[config.mk]
export PLATFORM = sky130hd
export DESIGN_NAME = scan_capture_flat
export DESIGN_NICKNAME = d
export VERILOG_FILES = /design/src/rtl/scan_capture_pkg.sv /design/src/rtl/scan_capture_if.sv /design/src/rtl/scan_capture_classify.sv /design/src/rtl/scan_capture.sv /design/src/flat_wrapper.sv
export SDC_FILE = /design/constraint.sdc
export NUM_CORES = 1
export LEC_CHECK = 0
export BUFFER_PORTS_ARGS = -buffer_cell sky130_fd_sc_hd__buf_2
export CAP_MARGIN = 5
export CORE_AREA = 2 2 56 84
export CTS_BUF_LIST = sky130_fd_sc_hd__clkbuf_2
export CTS_CLUSTER_DIAMETER = 30
export CTS_CLUSTER_SIZE = 40
export DETAILED_ROUTE_END_ITERATION = 8
export DIE_AREA = 0 0 58 86
export PLACE_DENSITY_LB_ADDON = 0.3
export SYNTH_ARGS = -nofsm -noshare
export SYNTH_HDL_FRONTEND = slang
export SYNTH_SLANG_ARGS = --single-unit
[constraint.sdc]
create_clock -name clkdv -period 3.4 [get_ports clkdv]
set_input_delay 0.51 -clock clkdv [delete_from_list [all_inputs] [get_ports clkdv]]
set_output_delay 0.51 -clock clkdv [all_outputs]
set_load 0.05 [all_outputs]
[src/rtl/scan_capture_pkg.sv]
// scan_capture_pkg: shared definitions for the display scan capture slice.
//   state_t   : next digit expected by the capture FSM; the encoding equals
//               the anode index, so a strobe matches when sel_idx == state.
//   AN_BLANK  : anode pattern with every strobe inactive.
//   AN_IDXk   : anode index constants for an3..an0.
package scan_capture_pkg;

  typedef enum logic [1:0] {
    EXP0 = 2'd0,
    EXP1 = 2'd1,
    EXP2 = 2'd2,
    EXP3 = 2'd3
  } state_t;

  localparam logic [3:0] AN_BLANK = 4'b1111;

  localparam logic [1:0] AN_IDX0 = 2'd0;
  localparam logic [1:0] AN_IDX1 = 2'd1;
  localparam logic [1:0] AN_IDX2 = 2'd2;
  localparam logic [1:0] AN_IDX3 = 2'd3;

endpackage

[src/rtl/scan_capture_if.sv]
// scan_capture_if: 4-digit multiplexed display scan bus.
//   an3..an0 : active-low anode strobes (all high = blank)
//   din      : 4-bit digit code, valid while exactly one anode is low
//   master   : scan driver side
//   slave    : capture/monitor side
interface scan_capture_if;
  logic       an3;
  logic       an2;
  logic       an1;
  logic       an0;
  logic [3:0] din;

  modport master (output an3, an2, an1, an0, din);
  modport slave  (input  an3, an2, an1, an0, din);
endinterface

[src/rtl/scan_capture_classify.sv]
// scan_classify: classifies the sampled anode pattern {an3..an0}.
//   clkdv, reset : scan clock, asynchronous active-high reset
//   an           : anode pattern {an3,an2,an1,an0}
//   is_blank     : pattern is all-high
//   is_sel       : exactly one anode low
//   sel_idx      : index of the low anode (valid with is_sel)
//   strobe       : first cycle of a select pattern (differs from last cycle)
module scan_classify
  import scan_capture_pkg::*;
(
  input  logic       clkdv,
  input  logic       reset,
  input  logic [3:0] an,
  output logic       is_blank,
  output logic       is_sel,
  output logic [1:0] sel_idx,
  output logic       strobe
);

  logic [3:0] prev_an;

  always_ff @(posedge clkdv or posedge reset) begin
    if (reset) prev_an <= AN_BLANK;
    else       prev_an <= an;
  end

  always_comb begin
    is_blank = (an == AN_BLANK);
    is_sel   = 1'b1;
    sel_idx  = AN_IDX0;
    case (an)
      4'b0111: sel_idx = AN_IDX3;
      4'b1011: sel_idx = AN_IDX2;
      4'b1101: sel_idx = AN_IDX1;
      4'b1110: sel_idx = AN_IDX0;
      default: is_sel  = 1'b0;
    endcase
    strobe = is_sel && (an != prev_an);
  end

endmodule

[src/rtl/scan_capture.sv]
// scan_capture: receiving end of the 4-digit display scan bus. Checks the
// 3->2->1->0 strobe order, rebuilds the digits and publishes whole frames.
//   clkdv, reset       : scan clock, asynchronous active-high reset
//   bus (slave)        : an3..an0 strobes and din digit code
//   digit3..digit0     : last committed frame
//   frame_valid        : one-cycle pulse on frame commit
//   seq_err            : one-cycle pulse on any protocol error
//   locked             : high from a good frame until the next error
//   frame_cnt, err_cnt : statistics, present only with CAPTURE_STATS_EN
module scan_capture
  import scan_capture_pkg::*;
#(
  parameter int unsigned BLANK_MAX = 15
`ifdef CAPTURE_STATS_EN
  , parameter int unsigned STAT_W = 8
`endif
) (
  input  logic                clkdv,
  input  logic                reset,
  scan_capture_if.slave       bus,
  output logic [3:0]          digit3,
  output logic [3:0]          digit2,
  output logic [3:0]          digit1,
  output logic [3:0]          digit0,
  output logic                frame_valid,
  output logic                seq_err,
  output logic                locked
`ifdef CAPTURE_STATS_EN
  , output logic [STAT_W-1:0] frame_cnt
  , output logic [STAT_W-1:0] err_cnt
`endif
);

  localparam int unsigned BW = $clog2(BLANK_MAX + 2);
  localparam logic [BW-1:0] BLANK_LIM = BW'(BLANK_MAX + 1);

  logic [3:0]    an;
  logic          is_blank, is_sel, strobe;
  logic [1:0]    sel_idx;
  state_t        state, state_nxt;
  logic [3:0]    sh3, sh2, sh1, sh3_nxt, sh2_nxt, sh1_nxt;
  logic [BW-1:0] blank_cnt, blank_nxt, blank_inc;
  logic          commit, err;

  always_comb an = {bus.an3, bus.an2, bus.an1, bus.an0};

  scan_classify u_classify (
    .clkdv    (clkdv),
    .reset    (reset),
    .an       (an),
    .is_blank (is_blank),
    .is_sel   (is_sel),
    .sel_idx  (sel_idx),
    .strobe   (strobe)
  );

  always_comb begin
    state_nxt = state;
    sh3_nxt   = sh3;
    sh2_nxt   = sh2;
    sh1_nxt   = sh1;
    blank_nxt = blank_cnt;
    commit    = 1'b0;
    err       = 1'b0;
    blank_inc = (blank_cnt == BLANK_LIM) ? blank_cnt : BW'(blank_cnt + 1'b1);

    if (!is_blank && !is_sel) begin
      err       = 1'b1;
      state_nxt = EXP3;
      blank_nxt = '0;
    end else if (strobe) begin
      blank_nxt = '0;
      if (state_t'(sel_idx) == state) begin
        case (state)
          EXP3:    begin sh3_nxt = bus.din; state_nxt = EXP2; end
          EXP2:    begin sh2_nxt = bus.din; state_nxt = EXP1; end
          EXP1:    begin sh1_nxt = bus.din; state_nxt = EXP0; end
          default: begin commit  = 1'b1;    state_nxt = EXP3; end
        endcase
      end else begin
        err = 1'b1;
        // An out-of-order an3 strobe is a valid frame start: resync on it.
        if (sel_idx == AN_IDX3) begin
          sh3_nxt   = bus.din;
          state_nxt = EXP2;
        end else begin
          state_nxt = EXP3;
        end
      end
    end else if (is_blank && state != EXP3) begin
      if (blank_inc == BLANK_LIM) begin
        err       = 1'b1;
        state_nxt = EXP3;
        blank_nxt = '0;
      end else begin
        blank_nxt = blank_inc;
      end
    end else if (state == EXP3) begin
      blank_nxt = '0;
    end
  end

  always_ff @(posedge clkdv or posedge reset) begin
    if (reset) begin
      state       <= EXP3;
      sh3         <= '0;
      sh2         <= '0;
      sh1         <= '0;
      blank_cnt   <= '0;
      digit3      <= '0;
      digit2      <= '0;
      digit1      <= '0;
      digit0      <= '0;
      frame_valid <= 1'b0;
      seq_err     <= 1'b0;
      locked      <= 1'b0;
    end else begin
      state       <= state_nxt;
      sh3         <= sh3_nxt;
      sh2         <= sh2_nxt;
      sh1         <= sh1_nxt;
      blank_cnt   <= blank_nxt;
      frame_valid <= commit;
      seq_err     <= err;
      if (commit) begin
        digit3 <= sh3;
        digit2 <= sh2;
        digit1 <= sh1;
        digit0 <= bus.din;
        locked <= 1'b1;
      end else if (err) begin
        locked <= 1'b0;
      end
    end
  end

`ifdef CAPTURE_STATS_EN
  always_ff @(posedge clkdv or posedge reset) begin
    if (reset) begin
      frame_cnt <= '0;
      err_cnt   <= '0;
    end else begin
      if (frame_valid)                frame_cnt <= frame_cnt + 1'b1;
      if (seq_err && (err_cnt != '1)) err_cnt   <= err_cnt + 1'b1;
    end
  end
`endif

endmodule

[src/flat_wrapper.sv]
// flat-port wrapper written by rule: the top's interface ports become plain ports
module scan_capture_flat import scan_capture_pkg::*;
#(
  parameter int unsigned BLANK_MAX = 15

)
  (clkdv, reset, digit3, digit2, digit1, digit0, frame_valid, seq_err, locked, bus_an3, bus_an2, bus_an1, bus_an0, bus_din);
  scan_capture_if bus_i ();
  input  logic clkdv;
  input  logic reset;
  output logic [3:0] digit3;
  output logic [3:0] digit2;
  output logic [3:0] digit1;
  output logic [3:0] digit0;
  output logic frame_valid;
  output logic seq_err;
  output logic locked;
  input wire logic [$bits(bus_i.an3)-1:0] bus_an3;
  input wire logic [$bits(bus_i.an2)-1:0] bus_an2;
  input wire logic [$bits(bus_i.an1)-1:0] bus_an1;
  input wire logic [$bits(bus_i.an0)-1:0] bus_an0;
  input wire logic [$bits(bus_i.din)-1:0] bus_din;
  assign bus_i.an3 = bus_an3;
  assign bus_i.an2 = bus_an2;
  assign bus_i.an1 = bus_an1;
  assign bus_i.an0 = bus_an0;
  assign bus_i.din = bus_din;
  scan_capture #(.BLANK_MAX(BLANK_MAX)) u_core (.clkdv(clkdv), .reset(reset), .bus(bus_i), .digit3(digit3), .digit2(digit2), .digit1(digit1), .digit0(digit0), .frame_valid(frame_valid), .seq_err(seq_err), .locked(locked));
endmodule
==> results.md, run 1 <==
- Worst Skew: 0.0244 ns
- Vias in the first global route: 1,464
- Post-route minimum period: 2.76 ns
- CP max FO: 7
- # IOs: 29
- Worst min path class: input pin to asynchronous set/reset pin
- Drt initial violations: 32
- Power per Cell Area: 352 mW/mm²
- Drc violations: 0
- Synth area leader: dfrtp_1
- FMAX: 363 MHz
- Die width: 58 µm
- Initial core utilization: 0.491
- Antenna-violating nets left: 0
- Max Cap Viol: 0
- Avg Cell Area, Syn: 12.5 µm²
- GPL Wtd Cong: 0.779
- Pleak: 1.12 nW
- RSZ-0062 raised after global routing: no
- Die area: 0.00499 mm²
- Post-Syn Nets: 182
- N_diodes: 0
- Post-synth top area share: 0.436
- Status: finished, final reports clean
- Vias: 1,382
- Share of layout cells above drive strength 1: 0.395
- Area Overhead vs Synth: 10.1%
- Max Root-Sink Buffers: 2
- Crit-path max cell delay: 0.74 ns
- Slowest-stage cell, CP: nor3b_1
- Post-CTS setup buffers: 0
- Number of synthesized register bits: 42
- Required time of the critical path: 3.71 ns
- Root Buffer: clkbuf_2
- First-pass GRT wire length: 6710 µm
- Largest net degree at the start of global routing: 43
- DR vias/cell: 5.62
- Peak supply drop: 263 µV
- Setup TNS: 0 ns
- Util after Layout: 0.541
- Worst Max-Slew Pin Slew: 0.850 ns
- Period utilization: 0.811
- Core Region: 0.00421 mm²
- Routed wire length: 3900 µm
- Multi-input logic area: 918 µm²
- Mapped Area: 0.00207 mm²
- Max transition margin: 0.432
- Crit path launch type: flop
- Reg area: 0.00106 mm²
- Worst setup path category: flop to flop
- Port bufs: 28
- Synth unique cells: 42
- Final Hold Vio Count: 0
- Yosys warns: 0
- Nets: 215
- Register area share after synthesis: 0.512
- Reg2Reg Depth: 5
- Initial antenna violation count: 0
- CTS tree: yes
- WL/cell: 15.9 µm
- Total grt overflow: 0
- CTS Buf Count: 5
- DR pass1 iterations: 4
- Top cells by area, synth: dfrtp_1, mux2_2, dfstp_2, mux2_4, ha_1
- CP cell instances: or4bb_1 > nor2_1 > a311oi_4 > nor3b_1 > mux2_2
- Gate Count Post-Synth: 166
- Slew Viols, Final: 0
- Setup-failing EPs final: 0
- Clk slew on worst S/H paths: 0.22 ns
- Worst EP arrival: 3.07 ns
- Final HPWL DP: 2830 µm
- Clock sink count: 42
- Die Y: 86 µm
- CP Capture Type: flop
- Clk Latency, worst-skew pair: 0.42 ns
- Row count: 29
- Post-CTS Hold Fix Bufs: 0
- Post_cts resized: 0
- GR Util All Layers: 0.175
- FILL cells: 375
- H-tree depth: 2
-- synthesized netlist by cell type --
cell type,instances
nor2_1,10
a32oi_1,2
a31oi_1,1
a311o_1,1
and2_1,1
xnor2_1,4
a21boi_0,1
ha_1,6
a221oi_1,1
or4bb_1,1
and3b_1,1
xor2_1,1
and3_4,1
dfstp_2,6
inv_1,8
nand4_1,1
or3_1,3
a311oi_4,1
a21oi_1,5
mux2_2,20
dfrtp_1,36
o31ai_1,2
nand2b_1,2
nor2b_1,2
buf_4,2
or3b_2,1
a211oi_1,1
nor3b_2,1
or3_4,1
buf_6,4
o21ai_1,2
o21ai_0,5
nand2_1,9
nand3b_1,1
a2111oi_2,1
mux2_4,8
o22ai_1,2
nor3b_1,3
nand3_1,4
o211ai_1,1
o2111ai_1,1
nor3_1,2
-- area by class of cell --
cell class / count / area share
Clock buffer: 5 / 0.0110
Clock inverter: 3 / 0.00715
Inverter: 8 / 0.0132
Multi-Input combinational cell: 110 / 0.404
Sequential cell: 42 / 0.465
Tap cell: 46 / 0.0253
Timing Repair Buffer: 32 / 0.0748
-- layer usage --
layer / track usage / vias to the layer above / wire, µm
li1: - / 656 / -
met1: 0.209 / 684 / 1590
met2: 0.302 / 35 / 2080
met3: 0.0437 / 7 / 165
met4: 0.0634 / 0 / 72
met5: 0 / - / 0
-- cell families (layout without fill, tap and decap cells) --
family	Yosys count	in the layout	synth area share
adders and majority gates	6	6	0.0363
buffers and inverters	14	48	0.0436
xor gates and xnor gates	5	5	0.0212
AOI/OAI and AO/OA	27	27	0.0981
muxes	28	28	0.167
DFF	42	42	0.512
and+or+nand+nor	44	44	0.122
-- registers in the layout, summed over array words and instances (netlist names) --
name	count
u_core.seq_err	1
u_core.sh1	4
u_core.state	2
u_core.digit3	4
u_core.locked	1
u_core.blank_cnt	5
u_core.sh2	4
u_core.u_classify.prev_an	4
u_core.digit1	4
u_core.sh3	4
u_core.digit2	4
u_core.frame_valid	1
u_core.digit0	4
-- power breakdown --
part / internal, mW / leakage, nW / switching (mW)
Clock: 0.0468 / 0.0264 / 0.164
Sequential: 0.518 / 0.557 / 0.00808
Combinational: 0.0257 / 0.541 / 0.0382
-- worst paths after layout --
path	from	to	slack [ns]
worst min-delay path	reset	u_core.digit3[1]	0.17
worst min register to register	u_core.sh2[1]	u_core.digit2[1]	0.52
worst max-delay path	u_core.state[1]	u_core.sh2[0]	0.64
max in group asynchronous	reset	u_core.u_classify.prev_an[2]	2.82
worst max register to register	u_core.state[1]	u_core.sh2[0]	0.64
min in group clkdv	bus_an1	u_core.u_classify.prev_an[1]	0.22
-- placed cells by master (no fill, tap or decap), types with 3 or more instances in the layout --
master	instances
dfrtp_1	36
buf_2	28
mux2_2	20
nor2_1	10
nand2_1	9
inv_1	8
mux2_4	8
ha_1	6
dfstp_2	6
a21oi_1	5
o21ai_0	5
clkbuf_2	5
nand3_1	4
xnor2_1	4
buf_4	4
nor3b_1	3
or3_1	3
-- metrics by stage --
stage          setup WS [ns]  cell area (µm²)  hold WS, ns  cells  total power, mW
3_3_place_gp           0.672             2230        0.488    238            0.596
3_5_place_dp           0.574             2230        0.491    238            0.600
4_1_cts                0.640             2280        0.183    246            0.812
6_report               0.642             2280        0.167    246            0.800
2_1_floorplan           1.04             2070        0.475    166            0.582
5_1_grt                0.562             2280        0.180    246            0.843
-- worst max-delay path, delay by kind of cell (launching register included) --
| kind | cells | cell delay [ns] |
|---|---|---|
| AND/OR/NAND/NOR | 3 | 1.49 |
| flip-flops | 1 | 0.66 |
| multiplexers | 1 | 0.41 |
| AO/OA/AOI/OAI | 1 | 0.09 |
Note: power is estimated with default switching activity, not from simulation.
==> inputs of run 2 (changes only) <==
==> constraint.sdc (replaced) <==
create_clock -name clkdv -period 2.6 [get_ports clkdv]
set_input_delay 0.39 -clock clkdv [delete_from_list [all_inputs] [get_ports clkdv]]
set_output_delay 0.39 -clock clkdv [all_outputs]
set_load 0.05 [all_outputs]
==> results.md, run 2 (same netlist as run 1, synthesis figures left out) <==
- Status: finished, final reports clean
- Met1 usage: 0.209
- Reg with most FFs: u_core.blank_cnt
- CTS Buf Count: 5
- Setup TNS: 0 ns
- CTS tree: yes
- Share of layout cells above drive strength 1: 0.401
- Post-route minimum period: 2.37 ns
- Required time of the critical path: 2.92 ns
- First-pass GRT wire length: 7010 µm
- WL/cell: 16.2 µm
- Largest net degree at the start of global routing: 43
- GPL Wtd Cong: 0.819
- Period utilization: 0.911
- Total grt overflow: 0
- Die Y: 86 µm
- Worst Skew: 0.0248 ns
- FILL cells: 365
- Drt initial violations: 28
- Grt peak-use layer: met2
- GR Util All Layers: 0.184
- Port bufs: 28
- Max FFs per register: 5
- Nets: 217
- Slowest-stage cell, CP: dfstp_2
- Post_cts resized: 0
- Critical R2R Launch: u_core.state[1]
- Setup-failing EPs final: 0
- Antenna-violating nets left: 0
- Top Family by Delay on Critical Path: simple AND/OR/NAND/NOR gates
- Routing usage on met3: 0.0422
- Die area: 0.00499 mm²
- Final HPWL DP: 2990 µm
- Reg area: 0.00106 mm²
- Crit-path max cell delay: 0.63 ns
- Peak supply drop: 339 µV
- Initial antenna violation count: 0
- Worst setup path category: flop to flop
- Worst EP arrival: 2.69 ns
- Core Region: 0.00421 mm²
- Power per Cell Area: 455 mW/mm²
- CP Capture Type: flop
- DR vias/cell: 5.72
- DR pass1 iterations: 4
- Row count: 29
- Final Hold Vio Count: 0
- CP max FO: 11
- Post-CTS setup buffers: 0
- Pleak: 1.14 nW
- CP startpoint: u_core.state[1]
- Drc violations: 0
- Vias in the first global route: 1,476
- Most common cell after layout, fill and taps aside: dfrtp_1
- N_diodes: 0
- Root Buffer: clkbuf_2
- Vias: 1,419
- Clock sink count: 42
- WHS: 0.0566 ns
- Post-CTS Hold Fix Bufs: 0
- Buffers & Inverters on Critical Path: 1
- Max transition margin: 0.602
- Crit path launch type: flop
- H-tree depth: 2
- Routed wire length: 4020 µm
- Area Overhead vs Synth: 10.8%
- Initial core utilization: 0.491
- FMAX: 422 MHz
- Total power draw: 1.04 mW
- Clk slew on worst S/H paths: 0.22 ns
- Max Root-Sink Buffers: 2
- Met2 Use GR: 0.312
- Die width: 58 µm
- # IOs: 29
- Most frequent cells in the layout: dfrtp_1, buf_2, mux2_2
- RSZ-0062 raised after global routing: no
- Slew Viols, Final: 0
- Worst Max-Slew Pin Slew: 0.596 ns
- Worst min path class: input pin to asynchronous set/reset pin
- Clk Latency, worst-skew pair: 0.41 ns
- Max Cap Viol: 0
- Multi-input logic area: 918 µm²
- CP cell instances: or4bb_1 > nor2_1 > a311oi_4 > nor3b_2 > buf_4 > mux2_2
-- run 2: cell count changes in the layout (fill, tap and decap cells not counted) --
| cell | before | now |
|---|---|---|
| buf_4 | 4 | 6 |
-- run 2: stage by stage --
stage,cells,util,worst slack (ns),cell area (µm²)
2_1_floorplan,166,-,0.352,2070
3_3_place_gp,240,0.534,0.259,2250
3_5_place_dp,240,0.534,0.234,2250
4_1_cts,248,0.544,0.234,2290
5_1_grt,248,0.544,0.109,2290
6_report,248,0.544,0.230,2290
-- run 2: final cells by class --
cell class | instances | share of cell area
tap | 46 | 0.0251
timing repair buffer | 34 | 0.0808
multi-input combinational | 110 | 0.401
clock inverter | 3 | 0.00710
clock buffer | 5 | 0.0109
inverter | 8 | 0.0131
sequential | 42 | 0.462
-- run 2: report_power, final --
group / switching, mW / internal [mW]
Sequential: 0.00979 / 0.677
Clock: 0.211 / 0.0612
Combinational: 0.0506 / 0.0337
-- run 2: layer usage --
metal / share of wire / vias up
met4: 0.031 / 0
li1: - / 666
met3: 0.043 / 11
met5: 0 / -
met1: 0.39 / 702
met2: 0.53 / 40
-- run 2: worst register-to-register path, delay by kind of cell (launching register included) --
family	cells	cell delay [ns]
simple gates	3	0.98
mux	1	0.36
compound gates	1	0.08
buf+inv	1	0.25
flops	1	0.63
-- run 2: path summary, 6_finish.rpt --
| kind | cells past startpoint | endpoint | slack (ns) |
|---|---|---|---|
| setup / recovery | 6 | u_core.digit0[1] | 0.23 |
| hold / removal | 3 | u_core.blank_cnt[2] | 0.06 |
| max in group asynchronous | 3 | u_core.u_classify.prev_an[2] | 2.15 |
| hold reg to reg | 1 | u_core.digit3[2] | 0.53 |
| setup reg to reg | 6 | u_core.digit0[1] | 0.23 |
| min in group clkdv | 1 | u_core.u_classify.prev_an[1] | 0.11 |
==> inputs of run 3 (changes only) <==
--- a/config.mk
+++ b/config.mk
@@ -7,12 +7,12 @@
 export LEC_CHECK = 0
 export BUFFER_PORTS_ARGS = -buffer_cell sky130_fd_sc_hd__buf_2
 export CAP_MARGIN = 5
-export CORE_AREA = 2 2 56 84
+export CORE_AREA = 10 10 76 78
 export CTS_BUF_LIST = sky130_fd_sc_hd__clkbuf_2
 export CTS_CLUSTER_DIAMETER = 30
 export CTS_CLUSTER_SIZE = 40
 export DETAILED_ROUTE_END_ITERATION = 8
-export DIE_AREA = 0 0 58 86
+export DIE_AREA = 0 0 86 88
 export PLACE_DENSITY_LB_ADDON = 0.3
 export SYNTH_ARGS = -nofsm -noshare
 export SYNTH_HDL_FRONTEND = slang
==> results.md, run 3 (same netlist as run 1, synthesis figures left out) <==
- Reg with most FFs: u_core.blank_cnt
- Cell area after placement: 0.00226 mm²
- Max transition margin: 0.625
- DR vias/cell: 5.47
- Clk slew on worst S/H paths: 0.21 ns
- CTS Buf Count: 5
- Die width: 86 µm
- H-tree depth: 2
- Initial core utilization: 0.481
- Post-Layout Cell Count: 253
- Worst Skew: 0.0208 ns
- WL/cell: 15.9 µm
- Total power draw: 1.13 mW
- Slew Viols, Final: 0
- Routed wire length: 4010 µm
- N_diodes: 0
- Clk Latency, worst-skew pair: 0.42 ns
- RSZ-0062 raised after global routing: no
- Clock sink count: 42
- Required time of the critical path: 2.91 ns
- CTS tree: yes
- Drt initial violations: 66
- Max Root-Sink Buffers: 2
- Die area: 0.00757 mm²
- DR pass1 iterations: 4
- FILL cells: 372
- GPL Wtd Cong: 0.844
- Met2 Use GR: 0.179
- Final Hold Vio Count: 0
- First-pass GRT wire length: 6900 µm
- Antenna-violating nets left: 0
- Util after Layout: 0.539
- Port bufs: 28
- Period utilization: 0.902
- Drc violations: 0
- Vias in the first global route: 1,483
- Most common cell after layout, fill and taps aside: dfrtp_1
- # IOs: 29
- Post-route minimum period: 2.35 ns
- Total grt overflow: 0
- WHS: 0.0524 ns
- Core Region: 0.00429 mm²
- FMAX: 426 MHz
- Met1 usage: 0.132
- Status: finished, final reports clean
- Most frequent cells in the layout: dfrtp_1, buf_2, mux2_2
- Placement Setup Slack: 0.237 ns
- Die Y: 88 µm
- Routing usage on met3: 0.0464
- Initial antenna violation count: 0
- Dpl cells: 246
- Crit-path max cell delay: 0.62 ns
- Setup TNS: 0 ns
- Power per Cell Area: 487 mW/mm²
- Worst Max-Slew Pin Slew: 0.561 ns
- Share of layout cells above drive strength 1: 0.398
- Final instance area: 0.00232 mm²
- Max FFs per register: 5
- Slowest-stage cell, CP: dfstp_2
- Buffers & Inverters on Critical Path: 1
- Post-CTS Hold Fix Bufs: 0
- Largest net degree at the start of global routing: 43
- Worst setup path category: flop to flop
- Post-CTS setup buffers: 0
- Top Family by Delay on Critical Path: simple AND/OR/NAND/NOR gates
- Row count: 24
- Area Overhead vs Synth: 12.0%
- Grt peak-use layer: met2
- Final WS setup: 0.254 ns
- Worst EP arrival: 2.66 ns
- Peak supply drop: 271 µV
- GR Util All Layers: 0.113
- Multi-input logic area: 918 µm²
- Reg area: 0.00106 mm²
- Crit path launch type: flop
- Nets: 217
- CP Capture Type: flop
- Pleak: 1.15 nW
- Root Buffer: clkbuf_2
- Max Cap Viol: 0
- Setup-failing EPs final: 0
- CP cell instances: or4bb_1 > nor2_1 > a311oi_4 > nor3b_2 > buf_4 > mux2_2
- CP max FO: 10
- Vias: 1,383
- Worst min path class: input pin to asynchronous set/reset pin
- Post_cts resized: 0
- Final HPWL DP: 3030 µm
run 3: cell types whose count changed in the layout (fill, tap and decap cells not counted):
cell,previous run,this run
clkinv_2,1,0
bufinv_16,0,1
clkinvlp_4,1,0
run 3: area by class of cell:
cell class / instances / area share
Timing Repair Buffer: 34 / 0.0800
Inverter: 8 / 0.0130
Multi-Input combinational cell: 110 / 0.397
Clock inverter: 2 / 0.0146
Clock buffer: 5 / 0.0108
Sequential cell: 42 / 0.457
Tap cell: 52 / 0.0281
run 3: routing by layer:
| layer | wire, µm | part of all wire | vias up |
|---|---|---|---|
| li1 | - | - | 662 |
| met1 | 1780 | 0.44 | 680 |
| met3 | 258 | 0.064 | 7 |
| met2 | 1920 | 0.48 | 34 |
| met5 | 0 | 0 | - |
| met4 | 57 | 0.014 | 0 |
run 3: report_power, final:
part           internal (mW)  switching [mW]
Clock                  0.155           0.203
Combinational         0.0337          0.0493
Sequential             0.677         0.00962
Total                  0.865           0.262
run 3: worst paths after layout:
path / start / cells after the start / slack, ns / endpoint
worst max-delay path: u_core.state[1] / 6 / 0.25 / u_core.digit0[1]
worst min-delay path: reset / 3 / 0.05 / u_core.digit3[0]
worst max register to register: u_core.state[1] / 6 / 0.25 / u_core.digit0[1]
worst min register to register: u_core.sh1[3] / 1 / 0.51 / u_core.digit1[3]
max in group asynchronous: reset / 3 / 2.16 / u_core.u_classify.prev_an[3]
min in group clkdv: bus_an0 / 1 / 0.13 / u_core.u_classify.prev_an[0]
run 3: tightest hold or removal path: stages:
cell   delay, ns
buf_2       0.09
inv_1       0.04
buf_4       0.43
